===== src/rtl/shiftreg_pkg.sv =====
// Shared types and default widths for the bouncing shift-register sequencer.
package shiftreg_pkg;

    localparam int DEF_DIV_WIDTH     = 16;
    localparam int DEF_COUNTER_WIDTH = 8;

    typedef enum logic [1:0] {
        IDLE  = 2'd0,
        RUN   = 2'd1,
        PAUSE = 2'd2,
        DONE  = 2'd3
    } state_t;

endpackage


===== src/rtl/step_prescaler.sv =====
// Programmable step-rate prescaler.
// Counts 0..r_max and ticks on the terminal value. A load latches a new
// period and restarts the count. A clear restarts the count but keeps the
// period. With i_en low the count holds.
module step_prescaler #(
    parameter int DIV_WIDTH = 16
) (
    input  logic                 clk,
    input  logic                 rst,
    input  logic                 i_load,
    input  logic [DIV_WIDTH-1:0] i_max,
    input  logic                 i_clr,
    input  logic                 i_en,
    output logic                 o_tick
);

    logic [DIV_WIDTH-1:0] r_max;
    logic [DIV_WIDTH-1:0] r_cnt;

    assign o_tick = (r_cnt == r_max);

    // Period latch and wrapping counter; load beats clear beats count.
    always_ff @(posedge clk) begin
        if (rst) begin
            r_max <= '0;
            r_cnt <= '0;
        end else if (i_load) begin
            r_max <= i_max;
            r_cnt <= '0;
        end else if (i_clr) begin
            r_cnt <= '0;
        end else if (i_en) begin
            r_cnt <= o_tick ? '0 : r_cnt + DIV_WIDTH'(1);
        end
    end

endmodule


===== src/rtl/shiftreg_sweep_ctrl.sv =====
// Sweep sequencer for the bouncing one-hot shift register.
// Generates the step enable at a programmable rate. Counts TC pulses as
// completed sweeps. Ends a run after a programmed sweep count, or on stop.
// A sweep count of 0 means the sequencer runs until stopped.
module shiftreg_sweep_ctrl
    import shiftreg_pkg::*;
#(
    parameter int DIV_WIDTH     = DEF_DIV_WIDTH,
    parameter int COUNTER_WIDTH = DEF_COUNTER_WIDTH
) (
    input  logic                     clk,
    input  logic                     rst,
    input  logic                     start,
    input  logic                     stop,
    input  logic                     pause,
    input  logic [DIV_WIDTH-1:0]     cfg_div,
    input  logic [COUNTER_WIDTH-1:0] cfg_sweeps,
    input  logic                     tc,
    output logic                     sr_ena,
    output logic                     busy,
    output logic                     done,
    output logic                     aborted,
    output logic [COUNTER_WIDTH-1:0] sweep_cnt
);

    state_t                   r_state;
    logic [COUNTER_WIDTH-1:0] r_sweeps_q;
    logic [COUNTER_WIDTH-1:0] r_sweep_cnt;
    logic                     r_busy;
    logic                     r_done;
    logic                     r_aborted;

    logic                     w_start_ok;
    logic                     w_active;
    logic                     w_tick;
    logic                     w_final_tc;
    logic                     w_pre_en;
    logic [COUNTER_WIDTH-1:0] w_cnt_inc;

    assign w_start_ok = (r_state == IDLE) && start && !stop;
    assign w_active   = (r_state == RUN) || (r_state == PAUSE);
    assign w_cnt_inc  = r_sweep_cnt + COUNTER_WIDTH'(1);
    // The last expected TC closes the run. The step that would start
    // another sweep is suppressed in that cycle.
    assign w_final_tc = w_active && tc && (r_sweeps_q != '0) && (w_cnt_inc == r_sweeps_q);
    // The prescaler advances only while actually stepping. Pause freezes it
    // so that stepping resumes with the phase it had before the pause.
    assign w_pre_en   = (r_state == RUN) && !pause;

    assign sr_ena    = (r_state == RUN) && !pause && w_tick && !w_final_tc;
    assign busy      = r_busy;
    assign done      = r_done;
    assign aborted   = r_aborted;
    assign sweep_cnt = r_sweep_cnt;

    step_prescaler #(
        .DIV_WIDTH (DIV_WIDTH)
    ) u_prescaler (
        .clk    (clk),
        .rst    (rst),
        .i_load (w_start_ok),
        .i_max  (cfg_div),
        .i_clr  (w_active && stop),
        .i_en   (w_pre_en),
        .o_tick (w_tick)
    );

    // Run-control FSM with sweep counter and registered status/pulse outputs.
    always_ff @(posedge clk) begin
        if (rst) begin
            r_state     <= IDLE;
            r_sweeps_q  <= '0;
            r_sweep_cnt <= '0;
            r_busy      <= 1'b0;
            r_done      <= 1'b0;
            r_aborted   <= 1'b0;
        end else begin
            r_done    <= 1'b0;
            r_aborted <= 1'b0;
            case (r_state)
                IDLE: begin
                    if (w_start_ok) begin
                        r_state     <= RUN;
                        r_sweeps_q  <= cfg_sweeps;
                        r_sweep_cnt <= '0;
                        r_busy      <= 1'b1;
                    end
                end
                RUN, PAUSE: begin
                    if (stop) begin
                        r_state   <= IDLE;
                        r_busy    <= 1'b0;
                        r_aborted <= 1'b1;
                    end else begin
                        if (tc) begin
                            r_sweep_cnt <= w_cnt_inc;
                        end
                        if (w_final_tc) begin
                            r_state <= DONE;
                            r_busy  <= 1'b0;
                            r_done  <= 1'b1;
                        end else if (pause) begin
                            r_state <= PAUSE;
                        end else begin
                            r_state <= RUN;
                        end
                    end
                end
                DONE: begin
                    r_state <= IDLE;
                end
                default: begin
                    r_state <= IDLE;
                    r_busy  <= 1'b0;
                end
            endcase
        end
    end

endmodule


===== config.mk =====
export PLATFORM = sky130hd
export DESIGN_NAME = shiftreg_sweep_ctrl
export DESIGN_NICKNAME = d
export VERILOG_FILES = /design/src/rtl/shiftreg_pkg.sv /design/src/rtl/step_prescaler.sv /design/src/rtl/shiftreg_sweep_ctrl.sv
export SDC_FILE = /design/constraint.sdc
export NUM_CORES = 1
export LEC_CHECK = 0
export CAP_MARGIN = 20
export CORE_ASPECT_RATIO = 0.6
export CORE_MARGIN = 2
export CORE_UTILIZATION = 48
export CTS_CLUSTER_DIAMETER = 200
export CTS_CLUSTER_SIZE = 14
export DETAILED_ROUTE_END_ITERATION = 6
export PLACE_DENSITY = 0.75
export SLEW_MARGIN = 20
export SYNTH_ARGS = -nofsm -noshare
export SYNTH_HDL_FRONTEND = slang
export SYNTH_SLANG_ARGS = --single-unit

===== constraint.sdc =====
create_clock -name clk -period 2.33 [get_ports clk]
set_clock_uncertainty 0.1 [all_clocks]
set_input_delay 0.3495 -clock clk [delete_from_list [all_inputs] [get_ports clk]]
set_output_delay 0.3495 -clock clk [all_outputs]
set_load 0.02 [all_outputs]

## Word-level counts from Yosys, hierarchy flattened

Cells that the tools add are included.

- Register bits after elaboration: 53
- Bits in latches: 0
- RAM bits: 0
- Memory bits (read-only): 0
- Output and inout port bits: 12
- Word-level logic and storage cells: 59
- Memories: 0

- $add $sub $neg: 2
- Multipliers: 0
- Divide/modulo/power cells: 0
- Magnitude comparators: 0
- Equal/unequal tests: 9
- Shift-type cells: 0
- Multiplexer cells: 16
- Bitwise gates (word level): 1
- Reductions and logical operators: 23

Operators with widths:

| operator | number |
|---|---|
| 8-bit two-way mux | 3 |
| 16-bit by 1-bit adder with 16-bit output (second input constant) | 1 |
| 16-bit == test | 1 |
| 16-bit two-way mux | 1 |
| 8-bit case mux with 2 select lines | 1 |
| 1-bit logical AND | 9 |
| 8-bit by 1-bit adder with 8-bit output (second input constant) | 1 |
| 8-bit == test | 1 |
| 2-bit two-way mux | 4 |
| 8-bit nonzero test | 1 |
| 2-bit case mux with 3 select lines | 1 |
| 3-bit OR reduction | 2 |
| 1-bit two-way mux | 5 |
| 2-bit == test (second input constant) | 2 |
| 2-bit != test (second input constant) | 2 |
| 4-bit AND reduction | 1 |
| 2-bit OR reduction | 2 |
| 1-bit logical NOT | 3 |
| 3-bit != test (second input constant) | 1 |
| 3-bit AND reduction | 1 |
| 2-bit by 1-bit == test with 1-bit output (second input constant) | 1 |
| 2-bit logical NOT | 1 |
| 2-bit by 1-bit != test with 1-bit output (second input constant) | 1 |
| 1-bit case mux with 2 select lines | 1 |
| other kinds (4) | 4 |

## Depth between registers and ports, before layout

- Depth after elaboration: 8
- Depth in mapped cells: 10

## Cells and area by module

A second synthesis with hierarchy kept.

- Cell total of the unflattened synthesis: 297
- Area, all modules: 2666.3 um^2

By module, submodules not included:

| module | instances | cells an instance | area an instance (um^2) | sequential area each (um^2) |
|---|---|---|---|---|
| step_prescaler | 1 | 151 | 1466.4 | 640.6 |
| shiftreg_sweep_ctrl | 1 | 146 | 1199.9 | 420.4 |

## Worst setup path after synthesis

No wires, ideal clock.

- Path type: register -> output
- From: register r_sweep_cnt[0] (netlist: sweep_cnt[0])
- To: output sr_ena
- Data arrival time: 2.030 ns
- Required time: 1.881 ns
- Slack: -0.150 ns
- Stages on the path, launching flop included: 8
- Path buffers: 0
- Cell sequence: dfxtp_1 > ha_1 > nand3_2 > a311o_1 > a21boi_2 > o221ai_2 > nor3_2 > nor2_1

- Longest elaborated chain between the ends: 5

RTL lines:

| element | RTL line | source |
|---|---|---|
| from (decl) | shiftreg_sweep_ctrl.sv:28 | `logic [COUNTER_WIDTH-1:0] r_sweep_cnt;` |
| from (signal assigned) | shiftreg_sweep_ctrl.sv:96 | `r_sweep_cnt <= w_cnt_inc;` |
| 8-bit by 1-bit adder with 8-bit output | shiftreg_sweep_ctrl.sv:42 | `assign w_cnt_inc = r_sweep_cnt + COUNTER_WIDTH'(1);` |
| 8-bit == test | shiftreg_sweep_ctrl.sv:45 | `assign w_final_tc = w_active && tc && (r_sweeps_q != '0) && (w_cnt_inc == r_sweeps_q);` |
| 1-bit logical AND | shiftreg_sweep_ctrl.sv:45 |  |
| 1-bit logical NOT | shiftreg_sweep_ctrl.sv:50 | `assign sr_ena = (r_state == RUN) && !pause && w_tick && !w_final_tc;` |
| 1-bit logical AND | shiftreg_sweep_ctrl.sv:50 |  |
| to (decl) | shiftreg_sweep_ctrl.sv:19 | `output logic sr_ena,` |

No other way between the ends.

## Worst setup path after layout

- From: register r_sweep_cnt[1] (netlist: sweep_cnt[1])
- To: output sr_ena

The elaborated chain is that of the path after synthesis.

==> flow_summary_export.csv <==
group,metric,value,unit
routing,wl,7.67,mm
clock_network,clockBufferDepth,2,
synth,synth_edf_count,0,
worst_hold_path,hold_class,"flop to flop",
placed_design,placed_area,3470,um2
grt,grt.overflow.total,0,
grt,grt_max_degree,31,
synth,synth.area.top_cells,"dfxtp_1 (40%), nand2_1 (10%), xnor2_1 (8.6%)",
routing,drt-initial-drc-count,157,
synth,muxShareOfSynthArea,0.377,%
synth,synth_top_family_by_area,"simple AND/OR/NAND/NOR gates",
floorplan,fp.coreArea,5200,um2
worst_setup_path,critical-path-max-stage-delay,0.37,ns
synth,async_flop_share,0,%
layout,syn2layout_area_growth,41.2,%
clock_network,htree_num_levels,2,
synth,synth_cells,326,
layout,layout.nets,451,
floorplan,dieArea,6160,um2
layout,drive_above_1_share,21.9,%
clock_network,cts_buffers,5,
placed_design,post-place-ws,-0.344,ns
routing,via_count,2665,
sta,finalSetupTns,-0.182,ns
sta,grt_setup_unrepaired,"true",
synth,ys.warnings.count,0,
layout,layout_common_cells,"nand2_1 (72), buf_4 (50), dfxtp_1 (49)",
run_status,violations,"setup timing",
layout,nFillCells,395,
sta,worst_slew_pin_slew,0.470,ns
synth,synth_compound_gate_area_share,11.7,%
worst_setup_path,required,1.88,ns
floorplan,ioPinCount,42,
grt,antenna_found_initial,0,
synth,yosys.area_share.simple,29.1,%
routing,dr.pass1.iters,5,
synth,synth_top_area_share,40.0,%
synth,syn-cell-area,2650,um2
worst_setup_path,cp-start-kind,"flop",
floorplan,die_x,100,um
run_status,status,"complete, but fails checks",
sta,hold_violations,0,
routing,vias_per_cell,5.53,
floorplan,rows,20,
clock_network,cts_hold_buf,0,
sta,final_max_slew_viol_count,0,
routing,wl_per_cell,15.9,um
layout,post-route-cell-area,3750,um2
routing,ant_nets,0,
sta,setup_ws,-0.182,ns
synth,synth_adder_area_share,2.83,%
synth,synth_seq_area_share,40.0,%
worst_setup_path,cp_max_fo,3,
sta,setup_viol,1,
worst_setup_path,crit_arrival,2.06,ns
power_and_ir_drop,p_leak,0.00139,uW
power_and_ir_drop,p_per_area,547,nW/um2
run,drv_cap,0,
synth,synthXorXnorAreaFrac,12.9,%
grt,grt_pass1_vias,2332,
sta,max_freq,398,MHz
synth,yosysTopAreaCell,"dfxtp_1",
clock_network,cts_tree,"done",
placed_design,hpwl,5.25,mm
synth,synth_cell_types,45,
routing,drc,0,
clock_network,cts.sinks,53,
placed_design,port_buffers,41,
grt,grtUsageTotal,25.4,%
synth,avgSynthCellArea,8.14,um2
layout,diodes,0,
floorplan,die_h,61.6,um
worst_setup_path,critPathSlowestCell,"dfxtp_4",
floorplan,initial_core_util,51.0,%
clock_network,cts_root_buffer,"clkbuf_8",
synth,synth_nets,362,
worst_setup_path,worstPathCellList,"ha_4 -> xnor2_2 -> xnor2_1 -> a311oi_2 -> o221ai_2 -> nor3_2 -> nor2_1 -> buf_4",
sta,finalCriticalPeriod,2.51,ns
sta,maxSlewHeadroom,68.4,%
power_and_ir_drop,ir_drop,0.000281,V
clock_network,path_clk_slew,0.10,ns
worst_setup_path,worstSetupPathType,"flop to output pin",
grt,grt_pass1_wl,11.7,mm
layout,final_common_cell,"nand2_1",
clock_network,clk_latency,0.32,ns
synth,ys_ff_latch,53,
worst_setup_path,worst_setup_path_end_kind,"output pin",
synth,synthFlopType,"dfxtp_1",
placed_design,routabilityCongestion,0.946,
sta,fin_crit_sh,108,%
==> area by class of cell <==
type                    count  area (um2)  area share, %
clock buffers               5        68.8           1.84
repair buffers             96         852           22.7
flip-flops and latches     53        1070           28.5
well taps                  66        82.6           2.20
multi-input cells         252        1610           42.8
clock inverters             3        43.8           1.17
inverters                   7        26.3          0.701
==> cell usage after synthesis (all sizes together) (4+ instances only) <==
cell	number
a21oi	35
and3	7
clkbuf	12
dfxtp	53
ha	6
inv	7
nand2	73
nand3	16
nand4	5
nor2	30
nor3	6
nor4	5
o21ai	4
xnor2	26
xor2	13
==> state kept, by name (all words and copies together) (netlist names) <==
register and cells:
aborted 1, done 1, u_prescaler.r_max 16, sweep_cnt 8
u_prescaler.r_cnt 16, r_sweeps_q 8, busy 1, r_state 2
==> per-stage QoR <==
step	power, uW	util, %	hold WS [ns]	cells
after global routing	2130	72.0	0.399	482
after detailed placement	1380	66.7	0.363	467
final	2050	72.0	0.373	482
after floorplan	1200	-	0.321	326
after global placement	1370	66.7	0.357	467
after CTS	2040	71.6	0.377	483
==> cells by family after synthesis <==
| group | Yosys count |
|---|---|
| xor+xnor | 39 |
| simple gates | 155 |
| fa+ha+maj | 6 |
| compound gates | 51 |
| flops | 53 |
| buf+inv | 21 |
| mux | 1 |
==> layer usage <==
| layer | wire length, um | global-route usage [%] | vias up |
|---|---|---|---|
| met5 | 0 | 0 | - |
| li1 | - | - | 1281 |
| met2 | 3120 | 36.6 | 115 |
| met1 | 3750 | 36.5 | 1263 |
| met4 | 68 | 6.85 | 0 |
| met3 | 726 | 8.74 | 6 |
==> path summary, 6_finish.rpt <==
path | start | endpoint | slack (ns) | cells after the start
worst max-delay path | sweep_cnt[1] | sr_ena | -0.18 | 8
worst min register to register | u_prescaler.r_max[1] | u_prescaler.r_max[1] | 0.37 | 2
worst max register to register | sweep_cnt[1] | busy | 0.05 | 10
worst min-delay path | u_prescaler.r_max[1] | u_prescaler.r_max[1] | 0.37 | 2
==> power breakdown <==
group          switching, uW  internal (uW)  total [uW]
Combinational            226            200         426
Sequential              31.5            939         971
Clock                    331            323         654
==> critical path: cells and delay by family, from the launching register on <==
family                   cells  cell delay, ns
adder cells (fa/ha/maj)      1            0.18
flip-flops                   1            0.37
XOR/XNOR                     2            0.28
AO/OA/AOI/OAI                2            0.44
AND/OR/NAND/NOR              2            0.31
buffers and inverters        1            0.17
==> repair_timing <==
item,4_1_cts,5_1_grt
buffers inserted,9,1
resized for setup,22,6
setup endpoints to repair,1,4
cloned,0,0
hold endpoints to repair,0,0
pin swaps,11,4
Power figures use the tool's default switching activity.
